===== config.mk =====
export PLATFORM = sky130hd
export DESIGN_NAME = m_unit_seq_flat
export DESIGN_NICKNAME = d
export VERILOG_FILES = /design/src/rtl/rv_m_pkg.sv /design/src/rtl/m_unit_seq_if.sv /design/src/rtl/m_sign_fix.sv /design/src/rtl/m_unit_seq.sv /design/src/flat_wrapper.sv
export SDC_FILE = /design/constraint.sdc
export NUM_CORES = 1
export LEC_CHECK = 0
export CAP_MARGIN = 20
export CORE_ASPECT_RATIO = 1.25
export CORE_MARGIN = 10
export CORE_UTILIZATION = 52
export DETAILED_ROUTE_END_ITERATION = 16
export HOLD_SLACK_MARGIN = 0.05
export PLACE_DENSITY = 0.85
export RECOVER_POWER = 50
export SYNTH_ARGS = -nofsm -noshare
export SYNTH_HDL_FRONTEND = slang
export SYNTH_SLANG_ARGS = --single-unit

===== constraint.sdc =====
create_clock -name iCLK -period 13.3 [get_ports iCLK]
set_clock_uncertainty 0.2 [all_clocks]
set_input_delay 1.995 -clock iCLK [delete_from_list [all_inputs] [get_ports iCLK]]
set_output_delay 1.995 -clock iCLK [all_outputs]
set_load 0.005 [all_outputs]

===== src/rtl/rv_m_pkg.sv =====
// Shared RV32M decode constants, FSM state encoding and funct3 classification helpers.
package rv_m_pkg;

  localparam logic [6:0] OPC_OP    = 7'b0110011;
  localparam logic [6:0] F7_MULDIV = 7'h01;

  localparam logic [2:0] F3_MUL    = 3'b000;
  localparam logic [2:0] F3_MULH   = 3'b001;
  localparam logic [2:0] F3_MULHSU = 3'b010;
  localparam logic [2:0] F3_MULHU  = 3'b011;
  localparam logic [2:0] F3_DIV    = 3'b100;
  localparam logic [2:0] F3_DIVU   = 3'b101;
  localparam logic [2:0] F3_REM    = 3'b110;
  localparam logic [2:0] F3_REMU   = 3'b111;

  typedef enum logic [1:0] {
    IDLE = 2'd0,
    CALC = 2'd1,
    FIX  = 2'd2,
    DONE = 2'd3
  } state_e;

  function automatic logic is_mul_op(input logic [2:0] f3);
    return f3 inside {F3_MUL, F3_MULH, F3_MULHSU, F3_MULHU};
  endfunction

  function automatic logic is_div_op(input logic [2:0] f3);
    return f3 inside {F3_DIV, F3_DIVU, F3_REM, F3_REMU};
  endfunction

  function automatic logic is_rem_op(input logic [2:0] f3);
    return f3 inside {F3_REM, F3_REMU};
  endfunction

  function automatic logic is_mul_hi(input logic [2:0] f3);
    return f3 inside {F3_MULH, F3_MULHSU, F3_MULHU};
  endfunction

  function automatic logic rs1_signed(input logic [2:0] f3);
    return f3 inside {F3_MULH, F3_MULHSU, F3_DIV, F3_REM};
  endfunction

  function automatic logic rs2_signed(input logic [2:0] f3);
    return f3 inside {F3_MULH, F3_DIV, F3_REM};
  endfunction

endpackage


===== src/rtl/m_unit_seq_if.sv =====
// Request/response bundle between the core's M-format operand path and the multiply/divide unit.
interface m_unit_seq_if;

  logic        iVALID;
  logic        oREADY;
  logic [31:0] iIR;
  logic [31:0] iALU_IN1_M;
  logic [31:0] iALU_IN2_M;
  logic        oVALID;
  logic        iREADY;
  logic [31:0] oALU_OUT_M;
  logic [4:0]  oRD_M;
  logic        oBUSY;

  modport slave (
    input  iVALID, iIR, iALU_IN1_M, iALU_IN2_M, iREADY,
    output oREADY, oVALID, oALU_OUT_M, oRD_M, oBUSY
  );

  modport master (
    output iVALID, iIR, iALU_IN1_M, iALU_IN2_M, iREADY,
    input  oREADY, oVALID, oALU_OUT_M, oRD_M, oBUSY
  );

endinterface


===== src/rtl/m_sign_fix.sv =====
// Conditional two's-complement negate; used for operand magnitudes and final sign correction.
module m_sign_fix #(
  parameter int W = 32
) (
  input  logic         neg_i,
  input  logic [W-1:0] val_i,
  output logic [W-1:0] val_o
);

  assign val_o = neg_i ? (~val_i + {{(W-1){1'b0}}, 1'b1}) : val_i;

endmodule


===== src/rtl/m_unit_seq.sv =====
// Sequential RV32M unit: shift-add multiplier and restoring divider, one bit per cycle,
// with a single-entry valid/ready request and result handshake.
module m_unit_seq
  import rv_m_pkg::*;
(
  input  logic          iCLK,
  input  logic          iRST_N,
  m_unit_seq_if.slave   bus
);

  state_e      state_q, state_d;
  logic [4:0]  count_q, count_d;
  logic [63:0] acc_q, acc_d;
  logic [31:0] rem_q, rem_d;
  logic [31:0] op_q, op_d;
  logic [31:0] out_q, out_d;
  logic [2:0]  f3_q, f3_d;
  logic [4:0]  rd_q, rd_d;
  logic        neg_q, neg_d;

  logic [2:0]  f3_in;
  logic        accept, a_neg, b_neg, div_zero, div_ovf, rem_ge;
  logic [31:0] mag_a, mag_b;
  logic [32:0] mul_sum, part_rem;
  logic [63:0] fix_in, fix_out;

  assign f3_in  = bus.iIR[14:12];
  assign accept = bus.iVALID && (state_q == IDLE) &&
                  (bus.iIR[6:0] == OPC_OP) && (bus.iIR[31:25] == F7_MULDIV);

  assign a_neg = rs1_signed(f3_in) & bus.iALU_IN1_M[31];
  assign b_neg = rs2_signed(f3_in) & bus.iALU_IN2_M[31];

  m_sign_fix #(.W(32)) u_mag_a (.neg_i(a_neg), .val_i(bus.iALU_IN1_M), .val_o(mag_a));
  m_sign_fix #(.W(32)) u_mag_b (.neg_i(b_neg), .val_i(bus.iALU_IN2_M), .val_o(mag_b));

  assign div_zero = is_div_op(f3_in) && (bus.iALU_IN2_M == 32'd0);
  assign div_ovf  = (f3_in inside {F3_DIV, F3_REM}) &&
                    (bus.iALU_IN1_M == 32'h8000_0000) && (bus.iALU_IN2_M == 32'hFFFF_FFFF);

  // acc_q[31:0] starts as multiplier (mul) or dividend (div) and is shifted out as bits are consumed.
  assign mul_sum  = {1'b0, acc_q[63:32]} + (acc_q[0] ? {1'b0, op_q} : 33'd0);
  assign part_rem = {rem_q, acc_q[31]};
  assign rem_ge   = (part_rem >= {1'b0, op_q});

  assign fix_in = is_mul_op(f3_q) ? acc_q :
                  is_rem_op(f3_q) ? {32'd0, rem_q} : {32'd0, acc_q[31:0]};

  m_sign_fix #(.W(64)) u_fix (.neg_i(neg_q), .val_i(fix_in), .val_o(fix_out));

  always_comb begin
    // NOTE: every _d gets its hold value first so no path through the case can infer a latch.
    state_d = state_q;
    count_d = count_q;
    acc_d   = acc_q;
    rem_d   = rem_q;
    op_d    = op_q;
    out_d   = out_q;
    f3_d    = f3_q;
    rd_d    = rd_q;
    neg_d   = neg_q;

    case (state_q)
      IDLE: begin
        if (accept) begin
          f3_d    = f3_in;
          rd_d    = bus.iIR[11:7];
          count_d = 5'd0;
          acc_d   = {32'd0, mag_a};
          rem_d   = 32'd0;
          op_d    = mag_b;
          neg_d   = is_rem_op(f3_in) ? a_neg : (a_neg ^ b_neg);
          if (div_zero) begin
            out_d   = is_rem_op(f3_in) ? bus.iALU_IN1_M : 32'hFFFF_FFFF;
            state_d = DONE;
          end else if (div_ovf) begin
            out_d   = is_rem_op(f3_in) ? 32'd0 : 32'h8000_0000;
            state_d = DONE;
          end else begin
            state_d = CALC;
          end
        end
      end
      CALC: begin
        count_d = count_q + 5'd1;
        if (is_mul_op(f3_q)) begin
          acc_d = {mul_sum, acc_q[31:1]};
        end else begin
          acc_d[31:0] = {acc_q[30:0], rem_ge};
          rem_d       = rem_ge ? (part_rem[31:0] - op_q) : part_rem[31:0];
        end
        if (count_q == 5'd31) state_d = FIX;
      end
      FIX: begin
        out_d   = is_mul_hi(f3_q) ? fix_out[63:32] : fix_out[31:0];
        state_d = DONE;
      end
      DONE: begin
        if (bus.iREADY) state_d = IDLE;
      end
      default: state_d = IDLE;
    endcase
  end

  // NOTE: reset is sampled on the clock edge and clears every register, datapath included,
  // so an aborted operation leaves nothing visible behind.
  always_ff @(posedge iCLK) begin
    // NOTE: non-blocking assignments so all flops update from the same pre-edge values.
    if (!iRST_N) begin
      state_q <= IDLE;
      count_q <= '0;
      acc_q   <= '0;
      rem_q   <= '0;
      op_q    <= '0;
      out_q   <= '0;
      f3_q    <= '0;
      rd_q    <= '0;
      neg_q   <= 1'b0;
    end else begin
      state_q <= state_d;
      count_q <= count_d;
      acc_q   <= acc_d;
      rem_q   <= rem_d;
      op_q    <= op_d;
      out_q   <= out_d;
      f3_q    <= f3_d;
      rd_q    <= rd_d;
      neg_q   <= neg_d;
    end
  end

  assign bus.oREADY     = (state_q == IDLE);
  assign bus.oBUSY      = (state_q != IDLE);
  assign bus.oVALID     = (state_q == DONE);
  assign bus.oALU_OUT_M = out_q;
  assign bus.oRD_M      = rd_q;

endmodule


===== src/flat_wrapper.sv =====
// flat-port wrapper written by rule: the top's interface ports become plain ports
module m_unit_seq_flat import rv_m_pkg::*;
  (iCLK, iRST_N, bus_iVALID, bus_iIR, bus_iALU_IN1_M, bus_iALU_IN2_M, bus_iREADY, bus_oREADY, bus_oVALID, bus_oALU_OUT_M, bus_oRD_M, bus_oBUSY);
  m_unit_seq_if bus_i ();
  input  logic iCLK;
  input  logic iRST_N;
  input wire logic [$bits(bus_i.iVALID)-1:0] bus_iVALID;
  input wire logic [$bits(bus_i.iIR)-1:0] bus_iIR;
  input wire logic [$bits(bus_i.iALU_IN1_M)-1:0] bus_iALU_IN1_M;
  input wire logic [$bits(bus_i.iALU_IN2_M)-1:0] bus_iALU_IN2_M;
  input wire logic [$bits(bus_i.iREADY)-1:0] bus_iREADY;
  output wire logic [$bits(bus_i.oREADY)-1:0] bus_oREADY;
  output wire logic [$bits(bus_i.oVALID)-1:0] bus_oVALID;
  output wire logic [$bits(bus_i.oALU_OUT_M)-1:0] bus_oALU_OUT_M;
  output wire logic [$bits(bus_i.oRD_M)-1:0] bus_oRD_M;
  output wire logic [$bits(bus_i.oBUSY)-1:0] bus_oBUSY;
  assign bus_i.iVALID = bus_iVALID;
  assign bus_i.iIR = bus_iIR;
  assign bus_i.iALU_IN1_M = bus_iALU_IN1_M;
  assign bus_i.iALU_IN2_M = bus_iALU_IN2_M;
  assign bus_i.iREADY = bus_iREADY;
  assign bus_oREADY = bus_i.oREADY;
  assign bus_oVALID = bus_i.oVALID;
  assign bus_oALU_OUT_M = bus_i.oALU_OUT_M;
  assign bus_oRD_M = bus_i.oRD_M;
  assign bus_oBUSY = bus_i.oBUSY;
  m_unit_seq u_core (.iCLK(iCLK), .iRST_N(iRST_N), .bus(bus_i));
endmodule

### Word-level counts from Yosys, hierarchy flattened

Cells that the tools add are included.

| operators by class | value |
|---|---|
| add/sub/neg operators | 6 |
| multiply operators | 0 |
| div/mod/pow operators | 0 |
| $lt $le $gt $ge | 1 |
| equality and inequality tests | 25 |
| shift operators | 0 |
| muxes and demuxes | 30 |
| bitwise operators | 6 |
| reduce and logical (&&, ||, !) cells | 26 |

Operator list:

| operator | count |
|---|---|
| $mux W32 | 15 |
| $mux W64 | 3 |
| $pmux W32 S2 | 2 |
| $pmux W64 S2 | 1 |
| $add A32 B1 Y32 const B | 2 |
| $add A64 B1 Y64 const B | 1 |
| $eq A32 B32 Y1 const B | 2 |
| $not A32 Y32 | 2 |
| $not A64 Y64 | 1 |
| $add A32 B33 Y33 | 1 |
| $ge A33 B32 Y1 | 1 |
| $logic_not A32 Y1 | 1 |
| $sub A32 B32 Y32 | 1 |
| $eq A3 B3 Y1 const B | 6 |
| $reduce_and A3 Y1 | 4 |
| $reduce_bool A2 Y1 | 6 |
| $reduce_bool A4 Y1 | 3 |
| $mux W2 | 5 |
| $pmux W5 S2 | 1 |
| $eq A3 B2 Y1 const B | 3 |
| $pmux W2 S4 | 1 |
| $eq A7 B1 Y1 const B | 1 |
| $eq A7 B6 Y1 const B | 1 |
| $eq A3 B1 Y1 const B | 2 |
| other kinds (16) | 28 |

| storage, ports and cells | value |
|---|---|
| bits in registers | 176 |
| latch bits | 0 |
| RAM bits | 0 |
| memory bits (read-only) | 0 |
| bits of input ports | 100 |
| output and inout bits | 40 |
| logic and storage cells | 104 |
| memories kept | 0 |

### Depth between registers and ports, before layout

| depth | value |
|---|---|
| depth in word-level cells | 9 |
| gate-level depth with buffers | 15 |

### Modules after synthesis

From an unflattened synthesis, not the netlist that was laid out.

| second synthesis, totals | value |
|---|---|
| cell total of the unflattened synthesis | 1946 |
| area total of the unflattened synthesis | 15431.0 um^2 |

Modules (own cells, without submodules):

| module | times used | cells each | area each (um^2) | seq. area each (um^2) |
|---|---|---|---|---|
| m_unit_seq | 1 | 1542 | 12228.0 | 3523.4 |
| m_sign_fix at u_core.u_fix | 1 | 206 | 1649.1 | 0.0 |
| m_sign_fix at u_core.u_mag_a ... | 2 | 99 | 777.0 | 0.0 |

### Least setup slack after synthesis

No wires, ideal clock.

| timing path | value |
|---|---|
| path type | reg-to-reg |
| start | register u_core.f3_q[2] |
| end | register u_core.out_q[16] (netlist: u_core.bus.oALU_OUT_M[16]) |
| library setup time | 0.087 ns |
| arrival | 4.379 ns |
| slack | 8.634 ns |
| stages on the path, launching flop included | 15 |
| cells stage by stage | dfxtp_1 and2_1 buf_2 buf_1 clkbuf_1 buf_1 mux2i_1 ha_1 nand4b_4 or4_4 or4_4 o41ai_2 xnor2_1 nor2_1 o31ai_1 |

| on the way | value |
|---|---|
| longest elaborated chain between the ends | 9 |
| elaborated cells between the ends (all ways) | 16 |
| classes of those cells | 1 x add/sub; 5 x eq/ne; 5 x mux; 1 x bitwise; 4 x reduce/logical |

Ends and longest elaborated chain:

| element | line | RTL |
|---|---|---|
| start, declared | m_unit_seq.sv:17 | `logic [2:0] f3_q, f3_d;` |
| start signal, assigned | m_unit_seq.sv:116 | `f3_q <= '0;` |
| start signal, assigned | m_unit_seq.sv:126 | `f3_q <= f3_d;` |
| $eq A3 B3 Y1 | rv_m_pkg.sv:32 | `return f3 inside {F3_REM, F3_REMU};` |
| $reduce_bool A2 Y1 | rv_m_pkg.sv:32 |  |
| $mux W32 | m_unit_seq.sv:47 | `is_rem_op(f3_q) ? {32'd0, rem_q} : {32'd0, acc_q[31:0]};` |
| $mux W64 | m_unit_seq.sv:46 | `assign fix_in = is_mul_op(f3_q) ? acc_q :` |
| $not A64 Y64 | m_sign_fix.sv:10 | `assign val_o = neg_i ? (~val_i + {{(W-1){1'b0}}, 1'b1}) : val_i;` |
| $add A64 B1 Y64 | m_sign_fix.sv:10 |  |
| $mux W64 | m_sign_fix.sv:10 |  |
| $mux W32 (*) | m_unit_seq.sv:95 | `out_d = is_mul_hi(f3_q) ? fix_out[63:32] : fix_out[31:0];` |
| $pmux W32 S2 (*) | m_unit_seq.sv:63 | `case (state_q)` |
| end signal, assigned | m_unit_seq.sv:125 | `out_q <= out_d;` |
| end, declared | m_unit_seq.sv:16 | `logic [31:0] out_q, out_d;` |

Mark *: on every way between the ends. The rest lies on a longest branch, timed or not.
A chain may end at the register's enable or synchronous reset.

### Final worst setup path

| timing path | value |
|---|---|
| start | input port bus_iIR[6] |
| end | register u_core.acc_q[9] |

| on the way | value |
|---|---|
| longest elaborated chain between the ends | 5 |

Ends and longest elaborated chain:

| element | line | RTL |
|---|---|---|
| start, declared | flat_wrapper.sv:8 | `input wire logic [$bits(bus_i.iIR)-1:0] bus_iIR;` |
| $eq A7 B6 Y1 | m_unit_seq.sv:29 | `(bus.iIR[6:0] == OPC_OP) && (bus.iIR[31:25] == F7_MULDIV);` |
| $logic_and A1 B1 Y1 | m_unit_seq.sv:28 | `assign accept = bus.iVALID && (state_q == IDLE) &&` |
| $logic_and A1 B1 Y1 | m_unit_seq.sv:29 |  |
| $ne A2 B1 Y1 (no source line) | -- |  |
| $reduce_and A2 Y1 (no source line) | -- |  |
| end signal, assigned | m_unit_seq.sv:112 | `acc_q <= '0;` |
| end signal, assigned | m_unit_seq.sv:122 | `acc_q <= acc_d;` |
| end, declared | m_unit_seq.sv:13 | `logic [63:0] acc_q, acc_d;` |

No other way between the ends.

==> results.json <==
{
  "htree_levels": 4,
  "worst-path-buf-inv": 3,
  "die_height_um": 210,
  "pwr-share-comb": 0.309,
  "switching_share": 0.387,
  "setup_viol": 0,
  "seqCellArea_um2": 3530,
  "io_buffers": 129,
  "hold_ws_ps": 255,
  "p_leak_nw": 6.48,
  "place_ws_ps": 7330,
  "grt_pass1_wl_mm": 85.6,
  "routed_wl_mm": 55.0,
  "nNetsFinal": 2242,
  "crit_start": "bus_iIR[6]",
  "vias": 16172,
  "slew_headroom": -1.09,
  "fmax_ghz": 0.136,
  "async_flop_share": 0,
  "first_pass_iters": 6,
  "synth_flop_cell": "dfxtp_1",
  "violations": "max-capacitance violations, max-slew violations",
  "ant_nets": 0,
  "crit_path_start_kind": "primary input",
  "overflow": 0,
  "grt_usage": 0.298,
  "max_cap_viol_count": 2,
  "io_pins": 140,
  "crit_required_ps": 13490,
  "crit_arrival_ps": 7560,
  "critical_path.cell_chain": "dlygate4sd3_1, nor4b_1, and4_2, clkbuf_1, a21oi_1, clkbuf_1, nor3_1, a221oi_1, nor2_1",
  "ctsLongestPathBuffers": 2,
  "antenna_found_initial": 0,
  "wire_per_inst_um": 22.6,
  "via_per_inst": 6.64,
  "synth-seq-cells": 176,
  "cp_top_family": "buffers and inverters",
  "syn_area_um2": 15000,
  "crit_path_end_kind": "flop",
  "finalSetupTns_ps": 0,
  "fill_cells": 2554,
  "synth_nets": 2193,
  "cp_slowest_stage_delay_ps": 2190,
  "crit_fanout": 71,
  "cts.sinks": 176,
  "power_frac_seq": 0.353,
  "die-area_um2": 36200,
  "gp_congestion": 1.07,
  "worstHoldPathType": "flop to flop",
  "drtIter0Drc": 1860,
  "internal_power_mw": 0.967,
  "peakVddDrop_mv": 0.0647,
  "final_max_slew_viol_count": 123,
  "areaGrowthSynthToFinish_pct": 13.4,
  "multi_input_area_um2": 10800,
  "grt_pass1_vias": 15511,
  "die_w_um": 172,
  "finalWorstSetupSlack_ps": 5930,
  "critPathSlowestCell": "clkbuf_1",
  "syn_inst": 2017,
  "r2r-start": "u_core.state_q[1]$_SDFFE_PN0P_",
  "final_util": 0.599,
  "ctsResizeCount": 0,
  "cts_buffers": 17,
  "cpMostUsedCell": "clkbuf_1",
  "crit_type": "primary input to flop",
  "synth_cell_types": 84,
  "synth-edff-count": 0,
  "core_um2": 28500,
  "rsz0062_at_grt": "false",
  "holdBufCountCts": 0,
  "power_density_nw_per_um2": 92.4,
  "clock_latency_ps": 470,
  "yosys_warnings": 0,
  "start_util": 0.528,
  "seq_area_frac_synth": 0.234,
  "post-dp-hpwl_mm": 41.2,
  "rows": 69,
  "clkTransAtPathRegs_ps": 80,
  "cts_setup_buffers": 0,
  "drc": 0,
  "cts_tree": "built",
  "syn_avg_cell_area_um2": 7.46,
  "fin_crit_sh": 0.554,
  "grt_max_degree": 72,
  "hold_violations": 0,
  "status": "finished, violations left",
  "cts_root_buf": "clkbuf_16",
  "worst_pin_slew_ps": 3130,
  "min_from": "u_core.bus.oALU_OUT_M[1]$_SDFFE_PN0P_",
  "switchingPower_mw": 0.611,
  "timing.final.crit_period_ps": 7370,
  "r2r_slack_ps": 7110,
  "p_total_mw": 1.58,
  "diodes": 0,
  "drive_above_1_share": 0.0486,
  "p_clk_frac": 0.338
}
==> flip-flops by register name, indices dropped and copies added (netlist names) <==
name and flops:
u_core.f3_q 3, u_core.bus.oRD_M 5, u_core.op_q 32, u_core.acc_q 64
u_core.rem_q 32, u_core.count_q 5, u_core.bus.oALU_OUT_M 32, u_core.state_q 2
u_core.neg_q 1
==> placed cells by master (no fill, tap or decap), types with 29 or more instances in the layout <==
| master | synthesis | layout |
|---|---|---|
| nor2_1 | 213 | 213 |
| nand2_1 | 189 | 189 |
| dfxtp_1 | 176 | 174 |
| a21oi_1 | 166 | 165 |
| o21ai_0 | 138 | 137 |
| clkdlybuf4s50_1 | 0 | 88 |
| xor2_1 | 83 | 83 |
| mux2i_1 | 79 | 79 |
| xnor2_1 | 76 | 76 |
| ha_1 | 74 | 74 |
| inv_1 | 65 | 64 |
| nor3_1 | 62 | 61 |
| a211oi_1 | 53 | 53 |
| dlygate4sd3_1 | 0 | 41 |
| and2_1 | 41 | 39 |
| o31ai_1 | 37 | 37 |
| o22ai_1 | 30 | 30 |
| nor4_1 | 29 | 29 |
==> per-stage QoR <==
| step | cells | instance area [µm²] |
|---|---|---|
| after floorplan | 2017 | 15000 |
| after global placement | 2400 | 16500 |
| after detailed placement | 2400 | 16500 |
| after CTS | 2432 | 17100 |
| after global routing | 2434 | 17100 |
| final | 2434 | 17100 |
==> per-layer routing <==
layer | vias up | wire length (µm) | GRT usage
li1 | 7517 | - | -
met1 | 7465 | 20700 | 0.349
met2 | 966 | 24600 | 0.468
met3 | 224 | 5400 | 0.0613
met4 | 0 | 4290 | 0.226
met5 | - | 0 | 0
==> cell usage after synthesis (all sizes together), types with 30 or more instances <==
| cell type | instances | share of area |
|---|---|---|
| nand2 | 190 | 0.048 |
| nor2 | 213 | 0.053 |
| o21ai | 142 | 0.047 |
| o31ai | 38 | 0.019 |
| a211oi | 53 | 0.026 |
| xnor2 | 76 | 0.044 |
| dfxtp | 176 | 0.23 |
| nor4 | 31 | 0.014 |
| mux2i | 79 | 0.053 |
| a21oi | 166 | 0.055 |
| nor3 | 64 | 0.022 |
| xor2 | 83 | 0.048 |
| and2 | 41 | 0.017 |
| o22ai | 30 | 0.012 |
| clkbuf | 95 | 0.024 |
| ha | 74 | 0.062 |
| inv | 65 | 0.016 |
==> power groups by stage <==
| stage | sequential (mW) | combinational, mW | clock (mW) |
|---|---|---|---|
| 6_report | 0.557 | 0.488 | 0.533 |
| 5_1_grt | 0.558 | 0.515 | 0.554 |
| 4_1_cts | 0.556 | 0.473 | 0.531 |
| 3_5_place_dp | 0.568 | 0.470 | 0 |
| 3_3_place_gp | 0.567 | 0.462 | 0 |
| 2_1_floorplan | 0.561 | 0.297 | 0 |
==> worst paths after layout <==
check | endpoint | cells after the start
setup / recovery | u_core.acc_q[9]$_SDFFE_PN0P_ | 9
hold / removal | u_core.bus.oALU_OUT_M[1]$_SDFFE_PN0P_ | 2
setup reg to reg | u_core.acc_q[9]$_SDFFE_PN0P_ | 10
hold reg to reg | u_core.bus.oALU_OUT_M[1]$_SDFFE_PN0P_ | 2
==> cell type report <==
| type | count | area share |
|---|---|---|
| clock inverter | 15 | 0.0109 |
| clock buffer | 17 | 0.0249 |
| multi-input combinational | 1652 | 0.631 |
| timing repair buffer | 153 | 0.0858 |
| inverter | 66 | 0.0145 |
| tap | 355 | 0.0260 |
| sequential | 176 | 0.207 |
==> worst register-to-register path: cells and delay by family, from the launching register on <==
family | cells | cell delay, ps
buffers and inverters | 3 | 3280
and+or+nand+nor | 4 | 1270
adders and majority gates | 1 | 600
AOI/OAI and AO/OA | 2 | 410
DFF | 1 | 360
==> cell families (layout without fill, tap and decap cells) <==
kind of cell / Yosys count / in the layout / synth area share
AND/OR/NAND/NOR: 691 / 691 / 0.225
buffers and inverters: 189 / 251 / 0.0509
flip-flops: 176 / 176 / 0.234
multiplexers: 82 / 82 / 0.0548
AO/OA/AOI/OAI: 644 / 644 / 0.279
adder cells (fa/ha/maj): 76 / 76 / 0.0642
XOR/XNOR: 159 / 159 / 0.0925
Power figures use the tool's default switching activity.
